[src/rtl/ecc_decode_stage.sv]
// ecc_decode_stage: registered, handshaked wrapper around the combinational
// ECC decoder. A request is masked and held on the decoder inputs, the
// decoder result is captured one cycle later into a held output register,
// and saturating counters track corrected and uncorrectable words.
module ecc_decode_stage #(
  parameter int DATA_WIDTH = 32,
  parameter int CNT_WIDTH  = 16
) (
  input  logic                  clk,
  input  logic                  rst,
  input  logic                  in_valid,
  output logic                  in_ready,
  input  logic [DATA_WIDTH-1:0] in_codeword,
  input  logic [1:0]            in_width,
  output logic [DATA_WIDTH-1:0] dec_codeword,
  output logic [1:0]            dec_width,
  input  logic [DATA_WIDTH-1:0] dec_data,
  input  logic [1:0]            dec_errors,
  output logic                  out_valid,
  input  logic                  out_ready,
  output logic [DATA_WIDTH-1:0] out_data,
  output logic [1:0]            out_errors,
  input  logic                  cnt_clear,
  output logic [CNT_WIDTH-1:0]  cnt_corrected,
  output logic [CNT_WIDTH-1:0]  cnt_uncorrectable,
  output logic                  busy
);

  typedef enum logic [1:0] {
    IDLE = 2'd0,
    EVAL = 2'd1,
    HOLD = 2'd2
  } state_t;

  localparam logic [1:0] ERR_CLEAN   = 2'd0;
  localparam logic [1:0] ERR_CORR    = 2'd1;
  localparam logic [1:0] ERR_UNCORR  = 2'd2;
  localparam logic [1:0] ERR_ILLEGAL = 2'd3;

  state_t state, state_nxt;

  logic [DATA_WIDTH-1:0] cw_p0;
  logic [1:0]            width_p0;
  logic [DATA_WIDTH-1:0] data_p1;
  logic [1:0]            err_p1;
  logic                  vld_p1;
  logic [CNT_WIDTH-1:0]  cnt_corr;
  logic [CNT_WIDTH-1:0]  cnt_uncorr;

  logic                  accept;
  logic                  capture;
  logic                  legal_p0;
  logic [1:0]            err_res;
  logic [DATA_WIDTH-1:0] data_res;

  // Zero every bit at or above the codeword length (8 << code). The reserved
  // code 3 yields a length beyond any legal DATA_WIDTH, so the word passes
  // through untouched; its result is forced to "illegal" anyway.
  function automatic logic [DATA_WIDTH-1:0] mask_codeword(
    input logic [DATA_WIDTH-1:0] cw,
    input logic [1:0]            w
  );
    logic [DATA_WIDTH-1:0] m;
    int                    len;
    len = 8 << w;
    for (int i = 0; i < DATA_WIDTH; i++) begin
      m[i] = (i < len);
    end
    return cw & m;
  endfunction

  // A width code is legal only if its length fits within DATA_WIDTH.
  function automatic logic width_legal(input logic [1:0] w);
    case (w)
      2'd0:    return 1'b1;
      2'd1:    return (DATA_WIDTH >= 16);
      2'd2:    return (DATA_WIDTH >= 32);
      default: return 1'b0;
    endcase
  endfunction

  // Fold the raw decoder status into the reported status: illegal widths
  // override everything, and a decoder "3" on a legal width is uncorrectable.
  function automatic logic [1:0] map_errors(
    input logic [1:0] e,
    input logic       legal
  );
    if (!legal) begin
      return ERR_ILLEGAL;
    end
    if (e == 2'd3) begin
      return ERR_UNCORR;
    end
    return e;
  endfunction

  // Increment that sticks at all-ones instead of wrapping.
  function automatic logic [CNT_WIDTH-1:0] sat_inc(input logic [CNT_WIDTH-1:0] c);
    if (&c) begin
      return c;
    end
    return c + {{(CNT_WIDTH-1){1'b0}}, 1'b1};
  endfunction

  assign accept  = (state == IDLE) && in_valid;
  assign capture = (state == EVAL);

  // State register; reset drops any word in flight.
  always_ff @(posedge clk) begin
    if (!rst) begin
      state <= IDLE;
    end else begin
      state <= state_nxt;
    end
  end

  // Next-state logic for IDLE -> EVAL -> HOLD -> IDLE.
  always_comb begin
    state_nxt = state;
    case (state)
      IDLE:    if (in_valid) state_nxt = EVAL;
      EVAL:    state_nxt = HOLD;
      HOLD:    if (out_ready) state_nxt = IDLE;
      default: state_nxt = IDLE;
    endcase
  end

  // ---- stage 0: request capture onto the decoder inputs ----
  // Masked codeword and width are loaded on acceptance and then held.
  always_ff @(posedge clk) begin
    if (!rst) begin
      cw_p0    <= '0;
      width_p0 <= 2'd0;
    end else if (accept) begin
      cw_p0    <= mask_codeword(in_codeword, in_width);
      width_p0 <= in_width;
    end
  end

  // The decoder has the whole EVAL cycle to settle on the held inputs.
  assign legal_p0 = width_legal(width_p0);
  assign err_res  = map_errors(dec_errors, legal_p0);
  assign data_res = legal_p0 ? dec_data : '0;

  // ---- stage 1: result capture and output handshake ----
  // Result is captured in EVAL and held until the consumer takes it.
  always_ff @(posedge clk) begin
    if (!rst) begin
      vld_p1  <= 1'b0;
      data_p1 <= '0;
      err_p1  <= ERR_CLEAN;
    end else if (capture) begin
      vld_p1  <= 1'b1;
      data_p1 <= data_res;
      err_p1  <= err_res;
    end else if ((state == HOLD) && out_ready) begin
      vld_p1  <= 1'b0;
    end
  end

  // Statistics counters; a clear beats a same-cycle increment.
  always_ff @(posedge clk) begin
    if (!rst) begin
      cnt_corr   <= '0;
      cnt_uncorr <= '0;
    end else if (cnt_clear) begin
      cnt_corr   <= '0;
      cnt_uncorr <= '0;
    end else if (capture) begin
      if (err_res == ERR_CORR) begin
        cnt_corr <= sat_inc(cnt_corr);
      end
      if (err_res == ERR_UNCORR) begin
        cnt_uncorr <= sat_inc(cnt_uncorr);
      end
    end
  end

  assign in_ready          = (state == IDLE);
  assign busy              = (state != IDLE);
  assign dec_codeword      = cw_p0;
  assign dec_width         = width_p0;
  assign out_valid         = vld_p1;
  assign out_data          = data_p1;
  assign out_errors        = err_p1;
  assign cnt_corrected     = cnt_corr;
  assign cnt_uncorrectable = cnt_uncorr;

endmodule

[config.mk]
export PLATFORM = sky130hd
export DESIGN_NAME = ecc_decode_stage
export DESIGN_NICKNAME = d
export VERILOG_FILES = /design/src/rtl/ecc_decode_stage.sv
export SDC_FILE = /design/constraint.sdc
export NUM_CORES = 1
export LEC_CHECK = 0
export CAP_MARGIN = 20
export CORE_ASPECT_RATIO = 1.2
export CORE_UTILIZATION = 28
export CTS_CLUSTER_SIZE = 14
export DETAILED_ROUTE_END_ITERATION = 8
export GPL_TIMING_DRIVEN = 0
export PLACE_DENSITY_LB_ADDON = 0.12
export SYNTH_ARGS = -nofsm -noshare
export SYNTH_HDL_FRONTEND = slang
export SYNTH_SLANG_ARGS = --single-unit
[constraint.sdc]
create_clock -name clk -period 2.2 [get_ports clk]
set_input_delay 0.44 -clock clk [delete_from_list [all_inputs] [get_ports clk]]
set_output_delay 0.44 -clock clk [all_outputs]
set_load 0.01 [all_outputs]
After elaboration in Yosys (flattened, before gate mapping)
Index checks and enable logic that the tools add are counted.
W data, S select, Z words.
{"block": "word_totals", "wordCells": 94, "inputBits": 73, "output_inout_bits": 103, "ff_bits": 103}
{"block": "op_classes", "reduce_logical": 13, "eq_ne": 11, "n_shift": 1, "order_cmp": 32, "n_addsub": 2, "mux": 25, "bitwise": 2}
{"cell": "$lt A6 B32 Y1 const A", "n": 16}
{"cell": "$lt A5 B32 Y1 const A", "n": 8}
{"cell": "$lt A4 B32 Y1 const A", "n": 4}
{"cell": "$lt A3 B32 Y1 const A", "n": 2}
{"cell": "$add A16 B1 Y16 const B", "n": 2}
{"cell": "$and A32 B32 Y32", "n": 1}
{"cell": "$lt A1 B32 Y1 const A", "n": 1}
{"cell": "$lt A2 B32 Y1 const A", "n": 1}
{"cell": "$mux W16", "n": 2}
{"cell": "$mux W32", "n": 1}
{"cell": "$reduce_and A16 Y1", "n": 2}
{"cell": "$shl A4 B2 Y32 const A", "n": 1}
{"cell": "$mux W1", "n": 15}
{"cell": "$mux W2", "n": 6}
{"cell": "$eq A2 B2 Y1 const B", "n": 4}
{"cell": "$ne A2 B2 Y1 const B", "n": 4}
{"cell": "$eq A2 B1 Y1 const B", "n": 3}
{"cell": "$pmux W2 S3", "n": 1}
{"cell": "$reduce_and A3 Y1", "n": 2}
{"cell": "$logic_not A2 Y1", "n": 2}
{"cell": "$reduce_bool A2 Y1", "n": 2}
{"cell": "$reduce_or A3 Y1", "n": 1}
{"cell": "$logic_and A1 B1 Y1", "n": 2}
{"cell": "$reduce_and A2 Y1", "n": 1}
{"cell": "2 further kinds", "n": 2}

Logic depth before layout (Yosys ltp)
{"block": "depth", "word_depth": 14, "depth_mapped": 7, "mapped_depth_nobuf": 6}

Worst setup path after synthesis
No wires, ideal clock.
{"block": "synth_path", "path_kind": "flip-flop to flip-flop", "startpoint": "register cnt_uncorr[0] (netlist: cnt_uncorrectable[0])", "endpoint": "register cnt_uncorr[12] (netlist: cnt_uncorrectable[12])", "setup_ps": 128, "arrival_ps": 1576, "slack_ps": 496, "path_stages_with_launch": 8, "synth_period_minus_slack_ps": 1704, "t_required_ps": 2072, "n_path_buf": 1, "path_cell_list": "dfxtp_1 > ha_1 > and3_1 > buf_4 > nand4_4 > nor4_1 > xnor2_1 > nor2_1"}
{"block": "synth_between", "elab_chain_len": 8, "elab_cells_between_ends": 10, "classes_between": "add/sub: 1; eq/ne: 1; mux: 6; reduce/logical: 2"}
{"item": "start: declaration", "line_no": "48", "source": "logic [CNT_WIDTH-1:0] cnt_uncorr;"}
{"item": "start signal: assignment", "line_no": "174", "source": "cnt_uncorr <= sat_inc(cnt_uncorr);"}
{"item": "$reduce_and A16 Y1", "line_no": "99", "source": "if (&c) begin"}
{"item": "$mux W1", "line_no": "99"}
{"item": "$mux W1", "line_no": "173", "source": "if (err_res == ERR_UNCORR) begin"}
{"item": "$mux W1", "line_no": "169", "source": "end else if (capture) begin"}
{"item": "$mux W1", "line_no": "166", "source": "end else if (cnt_clear) begin"}
{"item": "$mux W1", "line_no": "163", "source": "if (!rst) begin"}
{"item": "$ne A2 B2 Y1 (no line)"}
{"item": "$reduce_and A3 Y1 (no line)"}
Several ways; a longest one is shown, not always the timed one. The select of a mux whose other input is x is not followed.
A chain may end at the register's enable or synchronous reset.

Worst setup path after layout
{"block": "layout_path", "startpoint": "input dec_errors[1]", "endpoint": "register cnt_corr[11] (netlist: cnt_corrected[11])"}
{"block": "layout_between", "elab_chain_len": 7, "elab_cells_between_ends": 8, "classes_between": "eq/ne: 2; mux: 5; reduce/logical: 1"}
{"item": "start: declaration", "line_no": "18", "source": "input logic [1:0] dec_errors,"}
{"item": "$eq A2 B2 Y1", "line_no": "91", "source": "if (e == 2'd3) begin"}
{"item": "$mux W1 (2 in a row)", "line_no": "91"}
{"item": "$mux W2 (*)", "line_no": "94", "source": "return e;"}
{"item": "$mux W2 (*)", "line_no": "91"}
{"item": "$eq A2 B1 Y1 (*)", "line_no": "170", "source": "if (err_res == ERR_CORR) begin"}
{"item": "$reduce_and A3 Y1 (no line) (*)"}
{"item": "end signal: assignment", "line_no": "171", "source": "cnt_corr <= sat_inc(cnt_corr);"}
{"item": "end: declaration", "line_no": "47", "source": "logic [CNT_WIDTH-1:0] cnt_corr;"}
Every way passes the cells marked *; elsewhere a longest branch is shown, timed or not. The select of a mux whose other input is x is not followed.

==> impl_metrics.tcl <==
set metrics [dict create \
    fmax_ghz 0.476 \
    clk_latency_ns 0.35 \
    rr_startpoint "cnt_uncorrectable[0]$_SDFFE_PP0P_" \
    p_leak_nw 2.21 \
    worstMarginPinSlew_ns 0.553 \
    cts_inserted_buffers 9 \
    clock_path_buffers 2 \
    whs_path_depth 2 \
    ys_top_cells_by_area "dfxtp_1 48%, a21boi_0 5.9%, a22oi_1 5.6%, nand2_1 5.1%, nor2b_1 4.8%" \
    finalClockSkew_ns 0.00690 \
    globalRouteMet2Util_pct 26.9 \
    io_pins 176 \
    crit_start "dec_errors[1]" \
    worstSetupPathType "primary input to flop" \
    h-tree-depth 3 \
    synth_edf_count 0 \
    start_util_pct 28.6 \
    netlist_instances 470 \
    fin_crit_sh_pct 95.4 \
    postCtsSetupRepairBufs 0 \
    overflow 0 \
    hp-start "dec_codeword[14]$_SDFFE_PN0P_" \
    syn_nets 545 \
    grt_max_degree 16 \
    crit_path_top_delay_cell "clkdlybuf4s50_1" \
    clkTransAtPathRegs_ns 0.07 \
    busiest_layer "met2" \
    yosysWarnings 0 \
    synthToLayoutAreaGrowth_pct 53.2 \
    dieArea_sq_mm 0.0159 \
    async_reset_ff_share_pct 0 \
    drtPass1Iterations 4 \
    antenna_found_initial 0 \
    wire_per_inst_microns 14.3 \
    hold_class "flop to flop" \
    power_density_mw_per_mm2 630 \
    fin_nets 729 \
    synth_ff_type "dfxtp_1" \
    ys_types 48 \
    status "finished clean" \
    yosysMostFrequentCell "dfxtp_1" \
    use_met1_pct 18.2 \
    crit_chain "clkdlybuf4s50_1, nor2b_4, nand4_4, nor4b_4, a31oi_1, a41o_1" \
    critPathMaxFanout 7 \
    ctsResizeCount 0 \
    r2r_slack_ns 0.33 \
    slew_viol_final 0 \
    drc 0 \
    max_slew_margin_pct 63.2 \
    setup_tns_ns 0 \
    cts_tree "yes" \
    crit_path_end_kind "flop" \
    viasPerCell 4.58 \
    grt_pass1_vias 3855 \
    dp_slack_ns -0.272 \
    place_area_sq_mm 0.00629 \
    clockRootBuffer "clkbuf_16" \
    wl_microns 12300 \
    hold_buffers 0 \
    finalSetupViolations 0 \
    detail-route-antenna-nets 0 \
    die_x_microns 115 \
    numPortBuffers 173 \
    num_rows 49 \
    r2r_cells 7 \
    vias 3949 \
    place_congestion 0.732 \
    drive_above_1_share_pct 5.47 \
    worst_path_largest_cell_delay_ns 0.60 \
    finalPower_mw 4.15 \
    hold_viol 0 \
    clkSinkCount 103 \
    drt_iter0_markers 163 \
    grt_usage_pct 16.0 \
    critical_path_required_ns 2.44 \
    yosysSeqAreaShare_pct 47.9 \
    synth_area_sq_mm 0.00430 \
    setup_ws_ns 0.101 \
    cp.arrival_ns 2.34 \
    syn_area_per_cell_sq_um 9.15 \
    maxCapViolCount 0 \
    core-area_sq_mm 0.0150 \
    crit_path_start_kind "primary input" \
    diodes 0 \
    synth_top_area_share_pct 47.9 \
    grt_pass1_wl_microns 19500 \
    finalInstanceArea_sq_mm 0.00659 \
    synth_top_cell_by_area "dfxtp_1" \
    peakVddDrop_mv 0.285 \
    n_fill_cell 1510 \
    dp_hpwl_microns 9320 \
    synth_commonest_cells "103 x dfxtp_1, 59 x nand2_1, 41 x nand3_1, 34 x a21boi_0, 33 x nor2b_1" \
    synth-seq-cells 103 \
    rsz0062_at_grt "false" \
    die_y_microns 138 \
    grt_util_met3_pct 5.24 \
    period_needed_ns 2.10 \
]
where the power goes:
group          internal, mW  total [mW]  switching [mW]
combinational         0.311       0.551           0.240
clock                 0.937        1.63           0.693
sequential             1.93        1.97          0.0365
cell type report:
| class | count | area, sq um | area share, % |
|---|---|---|---|
| Clock inverter | 3 | 42.5 | 0.646 |
| Clock buffer | 12 | 256 | 3.89 |
| Multi-Input combinational cell | 328 | 2070 | 31.5 |
| Inverter | 8 | 30.0 | 0.456 |
| Timing Repair Buffer | 173 | 1730 | 26.3 |
| Tap cell | 204 | 255 | 3.88 |
| Buffer | 31 | 135 | 2.05 |
| Sequential cell | 103 | 2060 | 31.3 |
worst max-delay path: cells and delay by family:
kind,cells,cell delay [ns]
AO/OA/AOI/OAI,2,0.36
AND/OR/NAND/NOR,3,0.94
buffers and inverters,1,0.60
kinds of logic after synthesis:
family / after synthesis / share of synthesized area, %
compound gates: 101 / 17.7
xor+xnor: 19 / 3.87
fa+ha+maj: 2 / 0.582
buf+inv: 39 / 3.84
flops: 103 / 47.9
mux: 2 / 0.466
simple gates: 204 / 25.6
state kept, by name (all words and copies together) (netlist names):
register           cells
out_data              32
state                  2
cnt_uncorrectable     16
out_errors             2
cnt_corrected         16
dec_width              2
out_valid              1
dec_codeword          32
routing by layer:
metal / up-vias / share of wire (%) / wire (microns)
met4: 0 / 2.3 / 285
met2: 106 / 49 / 5980
met3: 17 / 7.1 / 869
met1: 1822 / 42 / 5160
li1: 2004 / - / -
met5: - / 0 / 0
metrics by stage:
step / utilization [%] / hold WS [ns] / instances
3_5_place_dp: 41.9 / 0.456 / 847
5_1_grt: 43.8 / 0.479 / 862
3_3_place_gp: 41.9 / 0.449 / 847
6_report: 43.8 / 0.461 / 862
2_1_floorplan: - / 0.485 / 470
4_1_cts: 43.8 / 0.465 / 862
worst paths after layout:
kind / end
min reg2reg: dec_codeword[14]$_SDFFE_PN0P_
max: cnt_corrected[11]$_SDFFE_PP0P_
max reg2reg: cnt_uncorrectable[12]$_SDFFE_PP0P_
min: dec_codeword[14]$_SDFFE_PN0P_
cell usage in the layout (no fill, tap or decap), types with 2 or more instances in the layout:
cell / count
nand2b_1: 2
nor4_1: 3
a21oi_1: 6
a22oi_1: 32
a41o_1: 2
o211a_1: 2
ha_1: 2
inv_1: 8
or2_2: 2
nand3_1: 41
a21o_1: 2
clkdlybuf4s50_1: 173
and4_1: 5
a31oi_1: 3
a21boi_0: 34
mux2i_1: 2
nor2_1: 32
nor2b_1: 33
clkbuf_16: 9
a2111oi_2: 2
nand2_1: 59
clkbuf_8: 2
nand4_4: 3
clkbuf_1: 23
nor3_1: 5
nand4_1: 5
a211oi_1: 8
xnor2_1: 18
o21ai_0: 5
dfxtp_1: 103
o221a_2: 2
and3_1: 3
buf_1: 4
buf_2: 3
(Power assumes the default switching activity.)
